`config.mk`:
```
export PLATFORM = sky130hd
export DESIGN_NAME = instr_fetch_unit
export DESIGN_NICKNAME = d
export VERILOG_FILES = /design/src/rtl/instr_fetch_unit.sv
export SDC_FILE = /design/constraint.sdc
export NUM_CORES = 1
export LEC_CHECK = 0
export BUFFER_PORTS_ARGS = -buffer_cell sky130_fd_sc_hd__clkbuf_2
export CAP_MARGIN = 20
export CORE_MARGIN = 10
export CORE_UTILIZATION = 49
export CTS_CLUSTER_SIZE = 10
export DETAILED_ROUTE_END_ITERATION = 7
export PLACE_DENSITY = 0.68
export SLEW_MARGIN = 20
export SYNTH_ARGS = -nofsm -noshare
export SYNTH_HDL_FRONTEND = slang
export SYNTH_SLANG_ARGS = --single-unit
```
`constraint.sdc`:
```
create_clock -name clk -period 6.75 [get_ports clk]
set_input_delay 1.6875 -clock clk [delete_from_list [all_inputs] [get_ports clk]]
set_output_delay 1.6875 -clock clk [all_outputs]
set_load 0.005 [all_outputs]
```
`src/rtl/instr_fetch_unit.sv`:
```
// Pipelined instruction fetch stage: credit-limited request/response fetch into a prefetch FIFO,
// with redirect flush and draining of responses that were already in flight.
module instr_fetch_unit #(
    parameter int                    ADDR_WIDTH = 32,
    parameter int                    DEPTH      = 4,
    parameter logic [ADDR_WIDTH-1:0] RESET_PC   = '0
) (
    input  logic                  clk,
    input  logic                  rst,
    output logic                  mem_req_valid,
    input  logic                  mem_req_ready,
    output logic [ADDR_WIDTH-1:0] mem_req_addr,
    input  logic                  mem_rsp_valid,
    input  logic [31:0]           mem_rsp_data,
    input  logic                  redirect_valid,
    input  logic [ADDR_WIDTH-1:0] redirect_pc,
    output logic                  instr_valid,
    input  logic                  instr_ready,
    output logic [31:0]           instr,
    output logic [ADDR_WIDTH-1:0] instr_pc
);
    localparam int PW = $clog2(DEPTH);
    localparam int CW = PW + 1;
    localparam logic [CW:0] DEPTH_C = (CW+1)'(DEPTH);

    localparam logic [0:0] ST_RUN   = 1'b0;
    localparam logic [0:0] ST_DRAIN = 1'b1;

    logic [0:0]            state;
    logic [ADDR_WIDTH-1:0] fetch_pc;
    logic [CW-1:0]         count;
    logic [CW-1:0]         outstanding;
    logic [CW-1:0]         drop;

    logic [31:0]           fifo_data [DEPTH];
    logic [ADDR_WIDTH-1:0] fifo_pc   [DEPTH];
    logic [PW-1:0]         fifo_rd;
    logic [PW-1:0]         fifo_wr;

    // Addresses of requests still awaiting their in-order response.
    logic [ADDR_WIDTH-1:0] aq_addr [DEPTH];
    logic [PW-1:0]         aq_rd;
    logic [PW-1:0]         aq_wr;

    logic [CW:0]   in_use;
    logic          req_fire;
    logic          rsp_take;
    logic          fifo_push;
    logic          fifo_pop;
    logic [CW-1:0] outstanding_nxt;

    // Buffered plus in-flight instructions may never exceed the FIFO size, so a push never overflows.
    assign in_use        = {1'b0, count} + {1'b0, outstanding};
    assign mem_req_valid = rst && (state == ST_RUN) && !redirect_valid && (in_use < DEPTH_C);
    assign mem_req_addr  = fetch_pc;
    assign req_fire      = mem_req_valid && mem_req_ready;

    // A response with nothing outstanding is stale (e.g. issued before a reset) and is ignored.
    assign rsp_take  = mem_rsp_valid && (outstanding != '0);
    assign fifo_push = rsp_take && (state == ST_RUN) && !redirect_valid;

    assign instr_valid = (count != '0);
    assign fifo_pop    = instr_valid && instr_ready;
    assign instr       = instr_valid ? fifo_data[fifo_rd] : '0;
    assign instr_pc    = instr_valid ? fifo_pc[fifo_rd]   : '0;

    assign outstanding_nxt = outstanding + CW'(req_fire) - CW'(rsp_take);

    // NOTE: all state uses non-blocking assignments so every update sees pre-edge values.
    always_ff @(posedge clk) begin
        if (!rst) begin
            state       <= ST_RUN;
            fetch_pc    <= RESET_PC;
            count       <= '0;
            outstanding <= '0;
            drop        <= '0;
            fifo_rd     <= '0;
            fifo_wr     <= '0;
            aq_rd       <= '0;
            aq_wr       <= '0;
        end else begin
            outstanding <= outstanding_nxt;
            if (redirect_valid) begin
                // Every request still outstanding after this edge belongs to the old stream.
                fetch_pc <= redirect_pc;
                count    <= '0;
                fifo_rd  <= '0;
                fifo_wr  <= '0;
                aq_rd    <= '0;
                aq_wr    <= '0;
                drop     <= outstanding_nxt;
                state    <= (outstanding_nxt == '0) ? ST_RUN : ST_DRAIN;
            end else begin
                if (req_fire) begin
                    fetch_pc <= fetch_pc + 1'b1;
                    aq_wr    <= aq_wr + 1'b1;
                end
                if (fifo_push) begin
                    fifo_wr <= fifo_wr + 1'b1;
                    aq_rd   <= aq_rd + 1'b1;
                end
                if (fifo_pop) begin
                    fifo_rd <= fifo_rd + 1'b1;
                end
                count <= count + CW'(fifo_push) - CW'(fifo_pop);
                if ((state == ST_DRAIN) && rsp_take) begin
                    drop <= drop - 1'b1;
                    if (drop == CW'(1)) begin
                        state <= ST_RUN;
                    end
                end
            end
        end
    end

    // NOTE: storage arrays carry no reset; which entries are live is tracked by the pointers and counters.
    always_ff @(posedge clk) begin
        if (req_fire) begin
            aq_addr[aq_wr] <= fetch_pc;
        end
        if (fifo_push) begin
            fifo_data[fifo_wr] <= mem_rsp_data;
            fifo_pc[fifo_wr]   <= aq_addr[aq_rd];
        end
    end
endmodule

```
==> results of run 1 <==
[flip-flops by register name, summed over array words and instances, names as in the netlist, named ones only]
signal        cells
fifo_pc         128
drop              3
aq_addr         128
state             1
fifo_rd           2
aq_rd             2
fifo_data       128
count             3
fifo_wr           2
aq_wr             2
outstanding       3
mem_req_addr     32
[final timing paths]
check                      start      endpoint  depth (start not counted)
setup / recovery       flip-flop  instr_pc[18]                          4
hold / removal        fifo_wr[1]    fifo_wr[1]                          2
setup reg to reg  outstanding[2]         state                         13
hold reg to reg       fifo_wr[1]    fifo_wr[1]                          2
[cells in the final DEF, fill, tap and decap left out, types with 6 or more instances in the layout]
master	instances
edfxtp_1	384
clkbuf_2	167
mux4_2	96
and2_1	79
dfxtp_1	51
clkbuf_16	50
a21oi_1	40
nand2_1	33
nor2_1	25
inv_1	18
clkbuf_1	18
ha_1	17
nand4_1	16
o21ai_0	15
nand3_1	14
and3_1	14
buf_4	14
nor3_1	11
xnor2_1	8
a31oi_1	7
and4_1	6
xor2_1	6
[stage by stage]
step                worst slack (ns)  utilization [%]  cell area (um^2)  cells
floorplan                       2.41                -             17300    947
global placement                2.12             53.6             18600   1533
detailed placement              2.00             53.6             18600   1533
CTS                             1.99             57.6             20000   1606
global route                    1.85             57.6             20000   1606
finish                          2.12             57.6             20000   1606
[per-layer routing]
layer	wire, um	up-vias
met5	0	-
met4	615	0
li1	-	4112
met2	17900	310
met3	2410	51
met1	15800	4659
[final cells by class]
| type | count | area, um^2 |
|---|---|---|
| Sequential cell | 438 | 12600 |
| Timing Repair Buffer | 181 | 941 |
| Clock buffer | 68 | 1320 |
| Multi-Input combinational cell | 440 | 4370 |
| Tap cell | 455 | 569 |
| Fill cell | 2665 | 14700 |
| Inverter | 19 | 71.3 |
| Clock inverter | 5 | 68.8 |
[critical path: stages (launching register included)]
cell and delay, ns:
dfxtp_4 1.00, buf_4 0.49, mux4_2 0.58, and2_1 0.17, clkbuf_2 0.11
[power groups by stage]
| stage | logic, mW | registers, mW | clock network, mW |
|---|---|---|---|
| 6_report | 0.523 | 3.15 | 2.33 |
| 5_1_grt | 0.586 | 3.16 | 2.50 |
| 4_1_cts | 0.536 | 3.15 | 2.39 |
| 3_5_place_dp | 0.533 | 3.20 | 0 |
| 3_3_place_gp | 0.526 | 3.20 | 0 |
| 2_1_floorplan | 0.355 | 3.16 | 0 |
[cell families after synthesis]
logic type	after synthesis	synth area share, %
buf+inv	69	1.70
mux	101	12.8
compound gates	86	3.01
xor+xnor	14	0.710
simple gates	220	7.24
flops	438	73.0
fa+ha+maj	19	1.46
==> flow_summary.yaml, run 1 <==
sta:
  fin_crit_sh_pct: 68.6
  hold_viol: 0
  slew_headroom_pct: 28.1
  period_minus_slack_ns: 4.63
  slew_violations: 0
  fin_hold_ws_ns: 0.498
  rsz0062_at_grt: "no"
  tightest_slew_ns: 1.08
  skew_ns: 0.0169
  finalSetupViolCount: 0
  fin_setup_tns_ns: 0
  fmax_mhz: 216
global_routing:
  antenna_found_initial: 0
  grtUsageMet2_pct: 27.4
  first_global_vias: 9560
  grt_usage_pct: 16.8
  grt_overflow: 0
  grt_pass1_wl_um: 57100
  grtUsageMet3_pct: 3.67
  grt_start_max_net_pins: 67
  top_usage_layer: "met2"
  use_met1_pct: 22.5
synth:
  synth_most_common_cell: "edfxtp_1"
  ys_seq_elements: 438
  yosys_warnings: 0
  synth-main-ff-cell: "edfxtp_1"
  synth_top_area_share_pct: 66.8
  synth_top_area_cell: "edfxtp_1"
  synthesis.area_um2: 17300
  synth_async_sr_flop_share_pct: 0
  synth_area_leaders: "edfxtp_1 67%, mux4_2 13%, dfxtp_1 6.3%"
  syn-num-nets: 1036
  synth_cells: 947
  synth_edf_count: 384
  synth_area_per_cell_um2: 18.2
  synth-seq-area-share_pct: 73.0
  synth_cell_types: 50
  synth_common_cells: "384 x edfxtp_1, 96 x mux4_2, 83 x and2_1"
power:
  peakVddDrop_uv: 186
  switchingPower_mw: 1.31
  clkPwrFrac_pct: 38.8
  power_mw: 6.00
  cellLeakagePower_nw: 6.75
  switching_share_pct: 21.9
  p_comb_share_pct: 8.7
  cellPowerDensity_nw_per_um2: 301
  power_frac_seq_pct: 52.4
  internal-power_mw: 4.69
cts:
  hold_buffers: 0
  clock_sinks: 438
  clk_latency_ns: 0.55
  postCtsSetupBuffers: 0
  h-tree-depth: 2
  cts_buffers: 50
  ctsResizeCount: 0
  tritoncts: "built"
  clock_path_buffers: 3
  clk_pin_slew_ns: 0.06
  root_buffer: "clkbuf_16"
layout:
  n_antenna_cell: 0
  area_delta_synth_final_pct: 15.6
  fin_nets: 1219
  drive_gt1_share_pct: 30.3
outcome:
  outcome: "complete, no violations"
setup_path:
  crit_path_max_fanout: 48
  end_kind: "output port"
  regToRegSetupSlack_ns: 3.30
  cp.required_ns: 5.06
  critical_path_class: "reg -> out"
  crit_path_start_kind: "flip-flop"
  critical_path_arrival_ns: 2.95
drt:
  wirelength_um: 36800
  initialDrtViolationCount: 699
  vias: 9132
  viasPerCell: 5.69
  wl_per_cell_um: 22.9
  first_pass_iters: 5
  antenna_left: 0
  drcViolationCount: 0
floorplan:
  rows: 68
  core_um2: 34600
  io_pins: 168
  die_width_um: 208
  die_y_um: 208
  die_area_um2: 43200
  start_util_pct: 49.9
flow_run:
  maxCapViolations: 0
place:
  dpl.hpwl_um: 23000
  gp_congestion: 0.804
  portBuffers: 167
min_path:
  min_path_type: "reg -> reg"
Note: power is estimated with default switching activity, not from simulation.
==> run 2: changes to the inputs <==
--- a/config.mk
+++ b/config.mk
@@ -5,13 +5,14 @@
 export SDC_FILE = /design/constraint.sdc
 export NUM_CORES = 1
 export LEC_CHECK = 0
+export ABC_AREA = 1
 export BUFFER_PORTS_ARGS = -buffer_cell sky130_fd_sc_hd__clkbuf_2
 export CAP_MARGIN = 20
 export CORE_MARGIN = 10
 export CORE_UTILIZATION = 49
 export CTS_CLUSTER_SIZE = 10
 export DETAILED_ROUTE_END_ITERATION = 7
-export PLACE_DENSITY = 0.68
+export PLACE_DENSITY = 0.7
 export SLEW_MARGIN = 20
 export SYNTH_ARGS = -nofsm -noshare
 export SYNTH_HDL_FRONTEND = slang
==> constraint.sdc (replaced) <==
create_clock -name clk -period 4.02 [get_ports clk]
set_input_delay 1.005 -clock clk [delete_from_list [all_inputs] [get_ports clk]]
set_output_delay 1.005 -clock clk [all_outputs]
set_load 0.005 [all_outputs]
==> run 2 against run 1 <==
Net effect: sequential share of layout area down 2.5 points; power up 72%; hold slack worse by 0.043 ns; core utilization down 0.51 points; critical path depth up 1; global-route usage up 1.4 points; largest cell class unchanged.
==> flow_summary.yaml, run 2 <==
outcome:
  outcome: "complete, no violations"
layout:
  n_antenna_cell: 0
  fin_nets: 1858
  area_delta_synth_final_pct: 15.7
  drive_gt1_share_pct: 15.6
  mostFrequentLayoutCells: "384 x edfxtp_1, 370 x nor2_1, 204 x o21ai_0"
  layout_commonest_cell: "edfxtp_1"
  largestRegisters: "aq_addr (128), fifo_data (128), fifo_pc (128)"
sta:
  slew_violations: 0
  slew_headroom_pct: 43.3
  tightest_slew_ns: 0.851
  hold_viol: 0
  finalSetupViolCount: 0
  rsz0062_at_grt: "no"
  fin_setup_tns_ns: 0
  period_minus_slack_ns: 3.56
  fin_hold_ws_ns: 0.454
  fmax_mhz: 281
  skew_ns: 0.0179
  fin_crit_sh_pct: 88.6
synth:
  synth_top_area_cell: "edfxtp_1"
  synth_area_leaders: "edfxtp_1 64%, nor2_1 7.9%, dfxtp_1 6.0%"
  synth_edf_count: 384
  syn-num-nets: 1693
  synth-seq-area-share_pct: 70.3
  synth-main-ff-cell: "edfxtp_1"
  synth_cell_types: 36
  ys_seq_elements: 438
  synth_top_area_share_pct: 64.3
  synth_area_per_cell_um2: 11.2
  synth_common_cells: "384 x edfxtp_1, 378 x nor2_1, 204 x o21ai_0"
  synth_cells: 1604
  synthesis.area_um2: 17900
  synth_async_sr_flop_share_pct: 0
  yosys_warnings: 0
  synth_most_common_cell: "edfxtp_1"
cts:
  tritoncts: "built"
  root_buffer: "clkbuf_16"
  clock_sinks: 438
  clk_pin_slew_ns: 0.05
  postCtsSetupBuffers: 0
  clock_path_buffers: 3
  cts_buffers: 50
  clk_latency_ns: 0.55
  hold_buffers: 0
  h-tree-depth: 2
  ctsResizeCount: 0
drt:
  vias: 12300
  first_pass_iters: 5
  wl_per_cell_um: 18.2
  wirelength_um: 41200
  initialDrtViolationCount: 881
  antenna_left: 0
  viasPerCell: 5.42
  drcViolationCount: 0
setup_path:
  critical_path_arrival_ns: 2.56
  crit_path_max_fanout: 45
  crit_path_start_kind: "flip-flop"
  critical_path_class: "reg -> out"
  end_kind: "output port"
  cp.required_ns: 3.01
power:
  peakVddDrop_uv: 295
  cellPowerDensity_nw_per_um2: 498
  cellLeakagePower_nw: 7.60
global_routing:
  grt_usage_pct: 18.2
  grt_pass1_wl_um: 64800
  grt_overflow: 0
  first_global_vias: 12000
  grt_start_max_net_pins: 67
  antenna_found_initial: 0
floorplan:
  die_y_um: 211
  io_pins: 168
  die_area_um2: 44700
  die_width_um: 211
  start_util_pct: 49.4
  core_um2: 36300
  rows: 70
min_path:
  min_path_type: "reg -> reg"
place:
  portBuffers: 167
  gp_congestion: 0.909
  dpl.hpwl_um: 25300
flow_run:
  maxCapViolations: 0
==> run 2: cell types whose count changed after synthesis, sizes merged, moves of 31 or more <==
cell / change
a21oi: +59
and2: -83
inv: +78
mux4: -96
nand2: +110
nand3: +33
nor2: +360
o21ai: +211
o22ai: +31
==> run 2: routing by layer <==
metal / vias up / wire (um) / global-route usage (%)
met4: 0 / 884 / 5.60
li1: 5888 / - / -
met2: 441 / 19400 / 29.3
met5: - / 0 / 0
met1: 5862 / 17800 / 24.3
met3: 66 / 3120 / 3.79
==> run 2: final timing paths <==
path / from / end / slack (ns) / cells past startpoint
min: fifo_rd[1] / flip-flop / 0.45 / 2
min reg2reg: fifo_rd[1] / flip-flop / 0.45 / 2
max reg2reg: count[1] / state / 1.24 / 13
max: flip-flop / instr_pc[28] / 0.46 / 5
==> run 2: cells by family after synthesis <==
kind of cell | count (synthesis) | synth area share (%)
AOI/OAI and AO/OA | 370 | 10.7
and+or+nand+nor | 583 | 12.9
adders and majority gates | 19 | 1.41
buffers and inverters | 180 | 4.01
xor gates and xnor gates | 14 | 0.683
DFF | 438 | 70.3
==> run 2: per-stage QoR <==
step	cell area (um^2)	utilization [%]	cells	setup WS (ns)	total power, mW
floorplan	17900	-	1604	-0.729	6.01
global placement	19400	53.3	2185	0.685	6.42
detailed placement	19400	53.3	2185	0.615	6.46
CTS	20800	57.1	2260	0.444	10.4
global route	20800	57.1	2260	0.274	10.7
finish	20800	57.1	2260	0.457	10.3
==> run 2: cell type report <==
class,count,area [um^2]
clock buffers,74,1390
clock inverters,1,8.76
fillers,2917,15600
inverters,98,368
multi-input cells,986,4660
flip-flops and latches,438,12600
well taps,468,586
repair buffers,195,1130
==> run 2: power breakdown <==
part | internal (mW) | switching (mW) | total, mW
Clock | 2.35 | 1.62 | 3.97
Sequential | 5.19 | 0.128 | 5.32
Combinational | 0.349 | 0.695 | 1.04
==> run 2: worst max-delay path, stage by stage, from the launching register on <==
cell and delay, ns:
dfxtp_4 0.49, inv_2 0.48, buf_4 0.37, o21ai_0 0.13, a21oi_1 0.32, clkbuf_2 0.19
==> run 3: changes to the inputs <==
--- a/config.mk
+++ b/config.mk
@@ -13,6 +13,7 @@
 export CTS_CLUSTER_SIZE = 10
 export DETAILED_ROUTE_END_ITERATION = 7
 export PLACE_DENSITY = 0.7
+export REMOVE_ABC_BUFFERS = 1
 export SLEW_MARGIN = 20
 export SYNTH_ARGS = -nofsm -noshare
 export SYNTH_HDL_FRONTEND = slang
==> run 3 against run 2 <==
Net effect: maximum frequency is 5.5% higher; power is 0.22% lower; register-to-register slack improved by 0.05 ns; critical endpoint is now instr_pc[24]; highest routed layer unchanged.
==> flow_summary.yaml, run 3 (synthesized netlist as in run 2, its figures left out) <==
setup_path:
  cp.required_ns: 3.01
  path_delay_family: "buffers and inverters"
  path_cells: "inv_2 -> buf_6 -> o21ai_0 -> a21oi_1 -> clkbuf_2"
  end_kind: "output port"
  regToRegSetupSlack_ns: 1.29
  cp_slowest_cell: "buf_6"
  r2r_end: "drop[2]"
  cp.buffers_inverters: 3
  path_depth: 5
  r2r_cells: 13
  critical_path_class: "reg -> out"
  crit_path_start_kind: "flip-flop"
  crit_path_max_fanout: 122
  critical-path-max-stage-delay_ns: 0.63
  r2r-start: "count[2]"
  crit_path_end: "instr_pc[24]"
  critical_path_arrival_ns: 2.37
global_routing:
  antenna_found_initial: 0
  grt_overflow: 0
  grtUsageMet3_pct: 3.82
  use_met1_pct: 23.9
  grt_start_max_net_pins: 129
  grtUsageMet2_pct: 30.1
  first_global_vias: 11800
  grt_pass1_wl_um: 64200
  top_usage_layer: "met2"
  grt_usage_pct: 18.1
floorplan:
  rows: 70
  die_area_um2: 44700
  die_y_um: 211
  io_pins: 168
  core_um2: 36300
  die_width_um: 211
  start_util_pct: 49.4
layout:
  n_antenna_cell: 0
  area_delta_synth_final_pct: 15.8
  mostFrequentLayoutCells: "384 x edfxtp_1, 370 x nor2_1, 204 x o21ai_0"
  fin_nets: 1856
  layout_commonest_cell: "edfxtp_1"
  largestRegisters: "aq_addr (128), fifo_data (128), fifo_pc (128)"
  drive_gt1_share_pct: 15.5
  design_area_um2: 20800
  post-route-util_pct: 57.2
drt:
  wirelength_um: 41000
  viasPerCell: 5.33
  antenna_left: 0
  first_pass_iters: 5
  initialDrtViolationCount: 924
  wl_per_cell_um: 18.2
  vias: 12000
  drcViolationCount: 0
min_path:
  worst_hold_path.num_cells: 1
  min_path_type: "reg -> reg"
  holdCritStartpoint: "fifo_rd[0]"
power:
  cellPowerDensity_nw_per_um2: 496
  power_mw: 10.3
  peakVddDrop_uv: 407
  cellLeakagePower_nw: 7.60
cts:
  clock_path_buffers: 3
  postCtsSetupBuffers: 0
  tritoncts: "built"
  clock_sinks: 438
  ctsResizeCount: 0
  cts_buffers: 50
  hold_buffers: 0
  clk_pin_slew_ns: 0.05
  h-tree-depth: 2
  clk_latency_ns: 0.56
  root_buffer: "clkbuf_16"
sta:
  slew_violations: 0
  period_minus_slack_ns: 3.38
  hold_viol: 0
  finalSetupViolCount: 0
  slew_headroom_pct: 39.6
  fin_hold_ws_ns: 0.474
  rsz0062_at_grt: "no"
  fmax_mhz: 296
  tightest_slew_ns: 0.907
  skew_ns: 0.0176
  fin_crit_sh_pct: 84.0
flow_run:
  maxCapViolations: 0
outcome:
  outcome: "complete, no violations"
place:
  dpl.hpwl_um: 24400
  gp_congestion: 0.852
  portBuffers: 167
  dpl-instance-area_um2: 19400
==> run 3: how the worst min path moves through the flow <==
| stage | to | slack, ns |
|---|---|---|
| final | fifo_rd[0] | 0.47 |
| after global routing | flip-flop | 0.50 |
| after CTS | flip-flop | 0.48 |
| after detailed placement | flip-flop | 0.46 |
| after global placement | aq_rd[1] | 0.45 |
| after floorplan | flip-flop | 0.44 |
==> run 3: worst register-to-register path, stage by stage (launching register included) <==
cell,delay [ns]
dfxtp_1,0.39
ha_1,0.25
nor2_1,0.09
nand2_1,0.09
inv_1,0.09
nand3_4,0.18
ha_1,0.35
inv_1,0.04
ha_1,0.18
fa_1,0.37
xor2_1,0.17
xor2_1,0.20
nand2_1,0.10
a31oi_1,0.15
==> run 3: cell type report <==
type | instances | area, um^2
well taps | 468 | 586
repair buffers | 193 | 1150
inverters | 98 | 368
fillers | 2953 | 15600
flip-flops and latches | 438 | 12600
clock inverters | 5 | 67.6
multi-input cells | 986 | 4660
clock buffers | 70 | 1340
==> run 3: per-layer routing <==
layer | vias up | part of all wire (%)
li1 | 5887 | -
met1 | 5756 | 44
met2 | 332 | 48
met3 | 49 | 6.6
met4 | 0 | 1.3
met5 | - | 0
==> run 3: where the power goes <==
part / total, mW / internal, mW / switching, mW
clock: 3.97 / 2.34 / 1.63
sequential: 5.31 / 5.19 / 0.118
combinational: 1.03 / 0.348 / 0.686
==> run 3: through the flow <==
step / setup slack (ns) / std cells / setup TNS (ns)
2_1_floorplan: -1.56 / 1522 / -282.18
3_3_place_gp: 0.666 / 2183 / 0
3_5_place_dp: 0.644 / 2183 / 0
4_1_cts: 0.328 / 2258 / 0
5_1_grt: 0.422 / 2258 / 0
6_report: 0.642 / 2258 / 0
